==> config.mk <==
export PLATFORM = sky130hd
export DESIGN_NAME = simple_alu
export DESIGN_NICKNAME = d
export VERILOG_FILES = /design/src/rtl/simple_alu.sv
export SDC_FILE = /design/constraint.sdc
export NUM_CORES = 1
export LEC_CHECK = 0
export BUFFER_PORTS_ARGS = -buffer_cell sky130_fd_sc_hd__buf_2
export CAP_MARGIN = 15
export CORE_ASPECT_RATIO = 1.4
export CORE_MARGIN = 2
export CORE_UTILIZATION = 35
export CTS_CLUSTER_SIZE = 10
export DETAILED_ROUTE_END_ITERATION = 6
export HOLD_SLACK_MARGIN = 0.1
export PLACE_DENSITY = 0.57
export SYNTH_ARGS = -nofsm -noshare
export SYNTH_HDL_FRONTEND = slang
export SYNTH_SLANG_ARGS = --single-unit
==> constraint.sdc <==
create_clock -name clk -period 1.6 [get_ports clk]
set_input_delay 0.08 -clock clk [delete_from_list [all_inputs] [get_ports clk]]
set_output_delay 0.08 -clock clk [all_outputs]
set_load 0.02 [all_outputs]
==> src/rtl/simple_alu.sv <==
// simple_alu: registered signed ALU with zero/negative/carry/overflow flags
module simple_alu #(
  parameter int WIDTH = 8
) (
  input  logic             clk,
  input  logic             rst,
  input  logic [2:0]       alu_sel,
  input  logic [WIDTH-1:0] bus_a,
  input  logic [WIDTH-1:0] bus_b,
  output logic [WIDTH-1:0] alu_out,
  output logic             zero,
  output logic             negative,
  output logic             carry,
  output logic             overflow
);
  logic [WIDTH-1:0] res_d, res_q;
  logic             zero_d, zero_q, neg_d, neg_q, carry_d, carry_q, ovf_d, ovf_q;
  logic [WIDTH:0]   sum, diff;
  logic             a_msb, b_msb;
  assign sum   = {1'b0, bus_a} + {1'b0, bus_b};
  assign diff  = {1'b0, bus_a} - {1'b0, bus_b};
  assign a_msb = bus_a[WIDTH-1];
  assign b_msb = bus_b[WIDTH-1];
  // Compute the next result and flags for the selected operation
  always_comb begin
    res_d   = '0;
    carry_d = 1'b0;
    ovf_d   = 1'b0;
    case (alu_sel)
      3'b000: begin
        res_d   = sum[WIDTH-1:0];
        carry_d = sum[WIDTH];
        ovf_d   = (a_msb == b_msb) && (sum[WIDTH-1] != a_msb);
      end
      3'b001: begin
        res_d   = diff[WIDTH-1:0];
        carry_d = diff[WIDTH];
        ovf_d   = (a_msb != b_msb) && (diff[WIDTH-1] != a_msb);
      end
      3'b010: res_d = bus_a & bus_b;
      3'b011: res_d = bus_a | bus_b;
      3'b100: res_d = bus_a ^ bus_b;
      3'b101: res_d = ~bus_a;
      3'b110: begin
        res_d   = {bus_a[WIDTH-2:0], 1'b0};
        carry_d = a_msb;
        ovf_d   = a_msb ^ bus_a[WIDTH-2];
      end
      default: begin
        res_d   = {a_msb, bus_a[WIDTH-1:1]};
        carry_d = bus_a[0];
      end
    endcase
    zero_d = res_d == '0;
    neg_d  = res_d[WIDTH-1];
  end
  // Register result and flags; reset overrides any in-flight operation
  always_ff @(posedge clk) begin
    if (rst) begin
      res_q   <= '0;
      zero_q  <= 1'b1;
      neg_q   <= 1'b0;
      carry_q <= 1'b0;
      ovf_q   <= 1'b0;
    end else begin
      res_q   <= res_d;
      zero_q  <= zero_d;
      neg_q   <= neg_d;
      carry_q <= carry_d;
      ovf_q   <= ovf_d;
    end
  end
  assign alu_out  = res_q;
  assign zero     = zero_q;
  assign negative = neg_q;
  assign carry    = carry_q;
  assign overflow = ovf_q;
endmodule

# == Yosys cells after proc, flatten, opt, wreduce, memory -nomap -nowiden ==
# Cells that the tools add are included.
# W data, S select, Z words.
# op_classes
eq_ne,10
n_reduce_logical,5
n_addsub,2
n_mux,3
bitwise,5
# op_table
cell,count
$pmux W8 S7,1
$add A8 B8 Y9,1
$eq A3 B3 Y1 const B,3
$sub A8 B8 Y9,1
$and A8 B8 Y8,1
$logic_not A8 Y1,1
$not A8 Y8,1
$or A8 B8 Y8,1
$xor A8 B8 Y8,1
$eq A3 B2 Y1 const B,2
$pmux W1 S4,1
$reduce_or A4 Y1,1
$eq A3 B1 Y1 const B,1
$logic_not A3 Y1,1
$ne A1 B1 Y1,3
$pmux W1 S3,1
$logic_and A1 B1 Y1,2
$eq A1 B1 Y1,1
$xor A1 B1 Y1,1
# word_totals
regBits,12
output_inout_bits,12

# == Depth between registers and ports, before layout ==
# Gate-level depths: netlist of run 1.
# logic_depth
word_depth,4
mapped_depth,9
ltp_nobuf,9

# == Worst setup path before layout of run 1 ==
# OpenSTA, ideal clock, no wires.
# synth_path
path_type,in2reg
start,input port bus_a[0]
end,"register zero_q, in the netlist zero"
arrival_time_ns,1.721
required_ns,1.540
setup_ns,0.060
setup_slack_ns,-0.181
cell_stages,8
cell_sequence,ha_1 fa_1 a21o_1 a21oi_1 or4_4 nand4_2 nor4_2 a41o_1
# synth_between
elab_chain_cells,3
word_cells_on_any_way,8
# synth_rtl
item,line_no,text
"start, declared",8,"input logic [WIDTH-1:0] bus_a,"
"$sub A8 B8 Y9, or another cell as far along",21,"assign diff = {1'b0, bus_a} - {1'b0, bus_b};"
$pmux W8 S7 (*),29,case (alu_sel)
$logic_not A8 Y1 (*),54,zero_d = res_d == '0;
"end signal, assigned",67,zero_q <= zero_d;
"end, declared",17,"logic zero_d, zero_q, neg_d, neg_q, carry_d, carry_q, ovf_d, ovf_q;"
# Every way passes the cells marked *; elsewhere a longest branch is shown, timed or not.
# A chain may end at the register's enable or synchronous reset.

# == Worst setup path after layout of run 1 ==
# Same ends and word-level chain as after synthesis.

==> results.md, run 1 <==
* Slew Limit Headroom at 58.6%
* Pre-antenna DRT Iters at 4
* CP max-delay cell: fa_2
* Cell total after placement at 400
* Post-route ant nets at 0
* Core area at 5450 sq um
* H-Tree Level Count at 1
* Layout cell share with drive strength beyond 1 at 48.7%
* Number of fill cells at 535
* CP cell instances: buf_8 > ha_4 > fa_2 > buf_4 > buf_4 > xor2_1 > o2bb2ai_1 > o21ai_1 > o21ai_2 > nor4_4 > a41o_1
* Register Area at 220 sq um
* Die ar. at 6210 sq um
* Primary FF master, synth: dfxtp_1
* Synth warnings at 0
* Vias in the first global route at 2112
* Vias per std cell at 5.35
* Clk sinks at 11
* Maxcap violations at 0
* Slew @ Worst Pin at 0.605 ns
* Root buffer cell: clkbuf_8
* Vias at 2199
* TritonCTS clock tree: done
* Critical Path Sink Type: flop
* Die width at 67.2 um
* Synthesized instance count at 239
* Ports at 33
* Failing checks: negative setup slack
* Avg Synthesized Cell Area at 8.18 sq um
* Hold slack at 0.156 ns
* Period minus WS final at 1.82 ns
* First DRT Iteration DRCs at 109
* Crit-path max FO at 3
* GRT Util Overall at 19.3%
* Crit path DAT at 1.99 ns
* Area of the multi-input gates at 1710 sq um
* CP Launch Type: input port
* Period utilization at 114%
* Final setup vio count at 8
* Most used cell, CP: buf_4
* Initial antenna violation count at 0
* Max VDD drop at 0.229 mV
* Worst slack at placement at -0.500 ns
* Buffer levels on the longest clock path at 2
* RSZ-0062 raised after global routing: true
* Critical Path Max Stage Delay at 0.40 ns
* Final Hold Vio Count at 0
* Sequential area share after synthesis at 11.3%
* Distinct cells, synth at 72
* Slew Limit Fails at 0
* Worst hold path type: in -> reg
* Area delta synth->final at 53.4%
* Largest net degree at the start of global routing at 15
* Post-route setup slack at -0.222 ns
* Routed wire length per instance at 14.3 um
* Layout Nets at 391
* Cell area power density at 499 nW/um^2
* Number of flops mapped to enable cells by yosys at 0
* Final Wtd Congestion at 0.850
* Worst-path clk slew at 0.04 ns
* Final cell count without fillers at 411
* Top delay family on crit path: compound AO/OA/AOI/OAI gates
* Buffers & Inverters on Critical Path at 3
* Starting Density at 35.9%
* First-pass GRT wire length at 9.61 mm
* Synthesized area at 1950 sq um
* Die height at 92.4 um
* Critical Path RT at 1.77 ns
* GRT overflow at 0
* Post-DP HPWL at 4.54 mm
* Yosys reg bits at 11
* DRC viols at 0
* Ant diodes at 0
* Num CTS Buffers at 3
* Lkg Pwr at 1.39 nW
* Total Wirelength at 5.88 mm
* Syn_nets at 286
* Async SR Flop Fraction at 0%
* WS Path Type: in -> reg
* Port Buffers at 32
* Row Count at 32
* Status: finished with violations
* Max Fclk at 549 MHz
## through the flow
stage	power (W)	cell area (sq um)	setup TNS, ns	utilization, %
finish	0.00150	3000	-0.830	55.1
global route	0.00161	3000	-1.44	55.1
CTS	0.00145	2930	-0.476	53.7
detailed placement	0.00110	2680	-3.19	49.2
global placement	0.00109	2680	-2.91	49.2
floorplan	0.000785	2000	-0.312	-
## repair_timing
item | 4_1_cts | 5_1_grt
pin swaps | 17 | 23
hold buffers | 0 | 0
gates resized for setup | 30 | 15
endpoints found under the setup margin | 6 | 8
gates cloned | 0 | 0
buffers inserted | 7 | 5
## report_power, final
part / leakage, nW / internal, W / switching, W
logic: 1.28 / 0.000463 / 0.000467
clock network: 0.0228 / 0.000174 / 0.0000883
registers: 0.0914 / 0.000299 / 0.00000509
## final cells by class
class                           instances  area share, %
Tap cell                               68           2.84
Multi-Input combinational cell        186           56.9
Clock buffer                            4           1.50
Sequential cell                        11           7.35
Timing Repair Buffer                  118           28.2
Inverter                               24           3.21
## path summary, 6_finish.rpt
kind      from                     to  slack, ns  depth (start not counted)
max   bus_a[0]        zero$_SDFF_PP1_      -0.22                         11
min        rst  alu_out[6]$_SDFF_PP0_       0.16                          2
## metal layers
metal | global-route usage (%) | vias to the layer above | part of all wire (%)
met4 | 6.12 | 0 | 2.9
li1 | - | 1079 | -
met1 | 24.0 | 1035 | 40
met5 | 0 | - | 0
met3 | 1.58 | 16 | 4.2
met2 | 34.3 | 69 | 53
## cell usage after synthesis (4+ instances only)
cell type  number  area, sq um
a21o_1          6         45.0
nor2_1         17         63.8
ha_1           24          300
mux2i_1         6         60.1
nand3_1         7         35.0
buf_6           8         90.1
nor2b_1         4         25.0
o21ai_0         8         40.0
a21oi_1        16         80.1
inv_1          23         86.3
a31oi_1         5         31.3
buf_4           4         30.0
nand2_1        12         45.0
nand2b_1        5         31.3
dfxtp_1        11          220
## kinds of logic (layout without fill, tap and decap cells)
kind of cell / Yosys count / count (layout) / share of synthesized area, %
adder cells (fa/ha/maj): 26 / 26 / 17.4
XOR/XNOR: 3 / 3 / 1.34
AO/OA/AOI/OAI: 75 / 75 / 29.0
buffers and inverters: 42 / 146 / 12.6
AND/OR/NAND/NOR: 74 / 74 / 23.0
flip-flops: 11 / 11 / 11.3
multiplexers: 8 / 8 / 5.38
## cell usage in the layout (no fill, tap or decap), types with 5 or more instances in the layout
| cell | n |
|---|---|
| nand2b_1 | 5 |
| nor2_1 | 16 |
| ha_1 | 17 |
| nand2_1 | 12 |
| buf_4 | 85 |
| inv_1 | 19 |
| a31oi_1 | 5 |
| nand3_1 | 7 |
| o21ai_0 | 6 |
| ha_4 | 7 |
| buf_2 | 28 |
| a21o_1 | 5 |
| dfxtp_1 | 11 |
| mux2i_1 | 5 |
| a21oi_1 | 11 |
## flip-flops by register name (all words and copies together) (netlist names)
name,flops
alu_out,8
carry,1
overflow,1
zero,1
No activity file was read; power rests on OpenSTA's default activity.
==> run 2: changes to the inputs <==
ABC_AREA = 1   (was unset)
PLACE_DENSITY = 0.58   (was 0.57)
SKIP_LAST_GASP = 1   (was unset)
==> run 2 against run 1 <==
  * Largest power group unchanged
  * Critical path type unchanged
  * Synthesized cell count increased by 27%
  * Largest cell class unchanged
  * Core utilization decreased by 5.4 points
  * Maximum frequency up 26%
  * Worst hold slack worse by 0.035 ns
  * The flow now finishes without violations
==> results.md, run 2 <==
* Syn_nets at 351 (+23%)
* Row Count at 30 (-6.3%)
* Worst hold path type: in -> reg
* Num CTS Buffers at 3 (unchanged)
* Post-layout util at 49.6% (-5.4 points)
* Area delta synth->final at 38.5%
* Synth warnings at 0 (unchanged)
* Commonest non-fill, non-tap cell in the layout: nand2_1
* Ranking of synthesized cells by area: nand2_1, ha_1, dfxtp_1
* Register Area at 220 sq um (unchanged)
* Synthesized instance count at 304 (+27%)
* Core area at 4800 sq um (-12%)
* Period minus WS final at 1.44 ns (-0.379 ns)
* Post CTS Setup Buffer Count at 0 (-7)
* GRT overflow at 0 (unchanged)
* Worst slack at placement at -0.141 ns (+0.359 ns)
* Vias at 2042 (-7.1%)
* Post-route setup slack at 0.157 ns (+0.379 ns)
* Distinct cells, synth at 26 (-64%)
* Crit path DAT at 1.61 ns (-0.38 ns)
* Cell total after placement at 437 (+9.3%)
* Layout cell share with drive strength beyond 1 at 26.3% (-22 points)
* Largest area contributor in the netlist: nand2_1
* Cell area power density at 517 nW/um^2 (+3.5%)
* Hold Path Sink: alu_out[1]$_SDFF_PP0_
* Post-route ant nets at 0 (unchanged)
* First DRT Iteration DRCs at 102 (-6.4%)
* Buffer levels on the longest clock path at 2 (unchanged)
* Avg Synthesized Cell Area at 5.66 sq um (-31%)
* DRC viols at 0 (unchanged)
* Most frequent cells after synthesis: nand2_1, inv_1, nor2_1
* TritonCTS clock tree: done
* Sequential area share after synthesis at 12.8% (+1.5 points)
* Die height at 87.0 um (-5.9%)
* Crit-path max FO at 2 (-1)
* Final Wtd Congestion at 0.933 (+9.8%)
* GRT Util Overall at 18.9% (-0.41 points)
* Hold Path Depth at 2 (unchanged)
* Final setup vio count at 0 (-8)
* WS Path Type: in -> reg
* Worst-path clk slew at 0.04 ns (about the same)
* Setup TNS at 0 ns (+0.830 ns)
* Min-delay src: rst
* Slew @ Worst Pin at 0.323 ns (-0.282 ns)
* Period utilization at 90.2% (-24 points)
* M1 GR Usage at 22.4% (-1.6 points)
* Die width at 63.3 um (-5.8%)
* Grt peak-use layer: met2
* Final cell count without fillers at 441 (+7.3%)
* Die ar. at 5500 sq um (-11%)
* Number of fill cells at 544 (+1.7%)
* Primary FF master, synth: dfxtp_1
* Global Route met2 Usage at 37.3% (+3.0 points)
* CP Launch Type: input port
* Ant diodes at 0 (unchanged)
* Number of flops mapped to enable cells by yosys at 0 (unchanged)
* Ports at 33 (unchanged)
* Slew Limit Headroom at 78.4% (+20 points)
* Vias per std cell at 4.63 (-13%)
* Synthesized area at 1720 sq um (-12%)
* Area of the multi-input gates at 1330 sq um (-22%)
* Lkg Pwr at 1.35 nW (-2.9%)
* Port Buffers at 32 (unchanged)
* H-Tree Level Count at 1 (unchanged)
* Yosys reg bits at 11 (unchanged)
* Maxcap violations at 0 (unchanged)
* Routed wire length per instance at 11.5 um (-19%)
* First-pass GRT wire length at 8.34 mm (-13%)
* Initial antenna violation count at 0 (unchanged)
* Critical Path Sink Type: flop
* Slew Limit Fails at 0 (unchanged)
* Post-DP HPWL at 4.31 mm (-5.1%)
* Critical Path RT at 1.77 ns (about the same)
* Clk sinks at 11 (unchanged)
* Final Hold Vio Count at 0 (unchanged)
* Layout Nets at 425 (+8.7%)
* Root buffer cell: clkbuf_8
* Status: finished clean
* Starting Density at 35.8% (-0.084 points)
* Total Wirelength at 5.09 mm (-13%)
* Max VDD drop at 0.173 mV (-24%)
* Most common cell in the synthesized netlist: nand2_1
* Vias in the first global route at 1887 (-11%)
* Flip-flop count of the largest register after layout at 8 (unchanged)
* Yosys top cell area share at 19.0% (+3.6 points)
* Pre-antenna DRT Iters at 4 (unchanged)
* Max Fclk at 693 MHz (+26%)
* Largest net degree at the start of global routing at 9 (-6)
* Async SR Flop Fraction at 0% (unchanged)
* Most frequent cells in the layout: nand2_1, inv_1, buf_4
* RSZ-0062 raised after global routing: false
* Hold slack at 0.121 ns (-0.0354 ns)
* Met3 usage at 0.517% (-1.1 points)
==> run 2: repair_timing <==
action | CTS | global route
resized for setup | 0 | 19
hold buffers | 0 | 0
setup endpoints to repair | 0 | 2
==> run 2: area by class of cell <==
class | instances | share of cell area [%]
inverter | 57 | 8.98
multi-input combinational | 229 | 56.0
tap | 64 | 3.36
clock buffer | 4 | 1.89
sequential | 11 | 9.24
timing repair buffer | 76 | 20.6
==> run 2: metrics by stage <==
stage | total power, W | cell area [sq um]
after floorplan | 0.000683 | 1720
after global placement | 0.000942 | 2260
after detailed placement | 0.000944 | 2260
after CTS | 0.00120 | 2300
after global routing | 0.00133 | 2380
final | 0.00123 | 2380
==> run 2: metal layers <==
layer,part of all wire (%),vias up,wire [um]
met5,0,-,0
met4,1.7,0,86
met3,3.8,7,191
met2,51,46,2600
met1,43,887,2210
li1,-,1102,-
==> run 2: how the worst max path moves through the flow <==
stage              from              end  slack [ns]  cells past startpoint
6_report       bus_a[0]  zero$_SDFF_PP1_        0.16                     12
3_3_place_gp   bus_a[0]  zero$_SDFF_PP1_       -0.14                     13
5_1_grt        bus_a[0]  zero$_SDFF_PP1_       0.004                     13
4_1_cts        bus_a[0]  zero$_SDFF_PP1_        0.09                     13
3_5_place_dp   bus_a[0]  zero$_SDFF_PP1_       -0.14                     13
2_1_floorplan  bus_a[0]  zero$_SDFF_PP1_        0.10                     13
==> run 2: cell families after synthesis <==
family	after synthesis	share of synthesized area, %
flip-flops	11	12.8
XOR/XNOR	3	1.53
adder cells (fa/ha/maj)	26	19.8
buffers and inverters	64	14.5
AO/OA/AOI/OAI	32	10.3
AND/OR/NAND/NOR	168	41.1
==> run 2: worst max-delay path: stages <==
cell,delay (ns)
buf_2,0.09
inv_1,0.05
ha_2,0.20
fa_2,0.53
o21ai_0,0.08
nor2_1,0.09
nand2_1,0.07
o21ai_2,0.14
nand2_1,0.07
nor2_1,0.09
nand3_1,0.08
nand2_1,0.06
==> run 2: power by group <==
part / internal (W) / switching [W]
registers: 0.000300 / 0.00000452
clock network: 0.000173 / 0.0000842
logic: 0.000290 / 0.000380
==> run 3: changes to the inputs <==
PLACE_DENSITY = unset   (was 0.58)
==> run 3 against run 2 <==
  * Routed wire length up 4.5%
  * First-iteration DRC count down 28%
  * Die area stayed put
  * Final cell count down 0.23%
  * Critical path type unchanged
  * Critical endpoint unchanged
==> results.md, run 3 (synthesized netlist as in run 2, its figures left out) <==
* Flip-flop count of the largest register after layout at 8 (unchanged)
* Ant diodes at 0 (unchanged)
* Routed wire length per instance at 12.1 um (+4.8%)
* Critical Path RT at 1.77 ns (about the same)
* Period utilization at 91.3% (+1.1 points)
* Post-DP HPWL at 4.39 mm (+2.0%)
* Largest net degree at the start of global routing at 9 (unchanged)
* Clock power share at 21.2% (+0.3 points)
* Worst-path clk slew at 0.04 ns (about the same)
* Cts hold-fix bufs at 0 (unchanged)
* CP cell instances: buf_2 > inv_1 > ha_1 > fa_2 > o21ai_0 > nor2_1 > nand2_1 > o21ai_2 > nand2_1 > nor2_1 > nand3_1 > nand2_1
* Area delta synth->final at 37.2%
* Cell total after placement at 436 (-0.23%)
* Psw at 0.000476 W (+1.7%)
* Total Wirelength at 5.32 mm (+4.5%)
* Die width at 63.3 um (unchanged)
* Layout Nets at 424 (-0.24%)
* Most used cell, CP: nand2_1
* WS Path Type: in -> reg
* GRT overflow at 0 (unchanged)
* First DRT Iteration DRCs at 73 (-28%)
* Ports at 33 (unchanged)
* Layout cell share with drive strength beyond 1 at 25.3% (-0.99 points)
* Commonest non-fill, non-tap cell in the layout: nand2_1
* Crit path DAT at 1.64 ns (+0.03 ns)
* Critical Path End: zero$_SDFF_PP1_
* Combinational share of power at 54.1% (-0.3 points)
* Num CTS Buffers at 3 (unchanged)
* Row Count at 30 (unchanged)
* Pre-antenna DRT Iters at 4 (unchanged)
* Total power draw at 0.00123 W (+0.29%)
* Slew Limit Headroom at 77.8% (-0.66 points)
* Switching part of the total at 38.6% (+0.53 points)
* Worst Setup SP: bus_a[0]
* Core area at 4800 sq um (unchanged)
* Post CTS Setup Buffer Count at 0 (unchanged)
* Port Buffers at 32 (unchanged)
* Final cell count without fillers at 440 (-0.23%)
* Final Wtd Congestion at 0.925 (-0.86%)
* H-Tree Level Count at 1 (unchanged)
* Max Fclk at 685 MHz (-1.2%)
* Max VDD drop at 0.162 mV (-6.5%)
* Root buffer cell: clkbuf_8
* Lkg Pwr at 1.35 nW (-0.33%)
* Post-route ant nets at 0 (unchanged)
* Worst hold path type: in -> reg
* Starting Density at 35.8% (unchanged)
* Number of gates resized after CTS at 0 (unchanged)
* Critical Path Sink Type: flop
* Final setup vio count at 0 (unchanged)
* Critical Path Max Stage Delay at 0.52 ns (about the same)
* CP Launch Type: input port
* Initial antenna violation count at 0 (unchanged)
* Vias per std cell at 4.86 (+4.9%)
* Slew @ Worst Pin at 0.333 ns (+0.00984 ns)
* Cell area power density at 523 nW/um^2 (+1.3%)
* Status: finished clean
* Die ar. at 5500 sq um (unchanged)
* Period minus WS final at 1.46 ns (+0.0174 ns)
* First-pass GRT wire length at 8.54 mm (+2.4%)
* Maxcap violations at 0 (unchanged)
* Crit-path max FO at 2 (unchanged)
* Final Hold Vio Count at 0 (unchanged)
* DRC viols at 0 (unchanged)
* Vias in the first global route at 1907 (+1.1%)
* Die height at 87.0 um (unchanged)
* Vias at 2137 (+4.7%)
* TritonCTS clock tree: done
* Number of fill cells at 577 (+6.1%)
* CP max-delay cell: fa_2
* Most frequent cells in the layout: nand2_1, inv_1, buf_4
* Clk sinks at 11 (unchanged)
* Int Power at 0.000758 W (-0.57%)
* Buffer levels on the longest clock path at 2 (unchanged)
* GRT Util Overall at 19.3% (+0.39 points)
* Slew Limit Fails at 0 (unchanged)
* Sequential share of power at 24.7% (about the same)
==> run 3: worst min-delay path by stage <==
stage                                  to  slack, ns      from  cells after the start
finish              alu_out[3]$_SDFF_PP0_       0.12       rst                      2
global route        alu_out[5]$_SDFF_PP0_       0.13       rst                      2
CTS                 alu_out[3]$_SDFF_PP0_       0.12       rst                      2
detailed placement  alu_out[3]$_SDFF_PP0_       0.36       rst                      2
global placement    alu_out[1]$_SDFF_PP0_       0.36       rst                      2
floorplan           alu_out[0]$_SDFF_PP0_       0.27  bus_a[1]                      2
==> run 3: cell type report <==
| cell class | instances | area [sq um] | share of cell area [%] |
|---|---|---|---|
| Multi-Input combinational cell | 229 | 1320 | 55.8 |
| Sequential cell | 11 | 220 | 9.33 |
| Timing Repair Buffer | 75 | 483 | 20.5 |
| Clock buffer | 4 | 45.0 | 1.91 |
| Inverter | 57 | 214 | 9.07 |
| Tap cell | 64 | 80.1 | 3.39 |
==> run 3: through the flow <==
| stage | setup slack, ns | hold slack [ns] | utilization (%) | TNS [ns] | instance area (sq um) |
|---|---|---|---|---|---|
| floorplan | 0.103 | 0.274 | - | 0 | 1720 |
| global placement | -0.130 | 0.362 | 46.8 | -0.393 | 2250 |
| detailed placement | -0.146 | 0.361 | 46.8 | -0.574 | 2250 |
| CTS | 0.0888 | 0.116 | 47.7 | 0 | 2290 |
| global route | -0.0415 | 0.128 | 49.1 | -0.0415 | 2360 |
| finish | 0.140 | 0.117 | 49.1 | 0 | 2360 |
==> run 3: per-layer routing <==
metal / vias up / global-route usage (%) / part of all wire, %
met5: - / 0 / 0
met4: 0 / 7.31 / 2.6
met3: 11 / 1.03 / 4.3
met2: 56 / 36.6 / 52
met1: 969 / 22.8 / 41
li1: 1101 / - / -
==> run 3: critical path, delay by kind of cell <==
kind,cells,cell delay (ns)
adder cells (fa/ha/maj),2,0.74
AO/OA/AOI/OAI,2,0.21
buffers and inverters,2,0.14
AND/OR/NAND/NOR,6,0.47
==> run 3: power groups by stage <==
stage	registers, W	clock network, W	logic, W
3_5_place_dp	0.000310	0	0.000635
4_1_cts	0.000305	0.000271	0.000637
6_report	0.000304	0.000262	0.000669
3_3_place_gp	0.000309	0	0.000630
5_1_grt	0.000306	0.000284	0.000744
2_1_floorplan	0.000344	0	0.000339
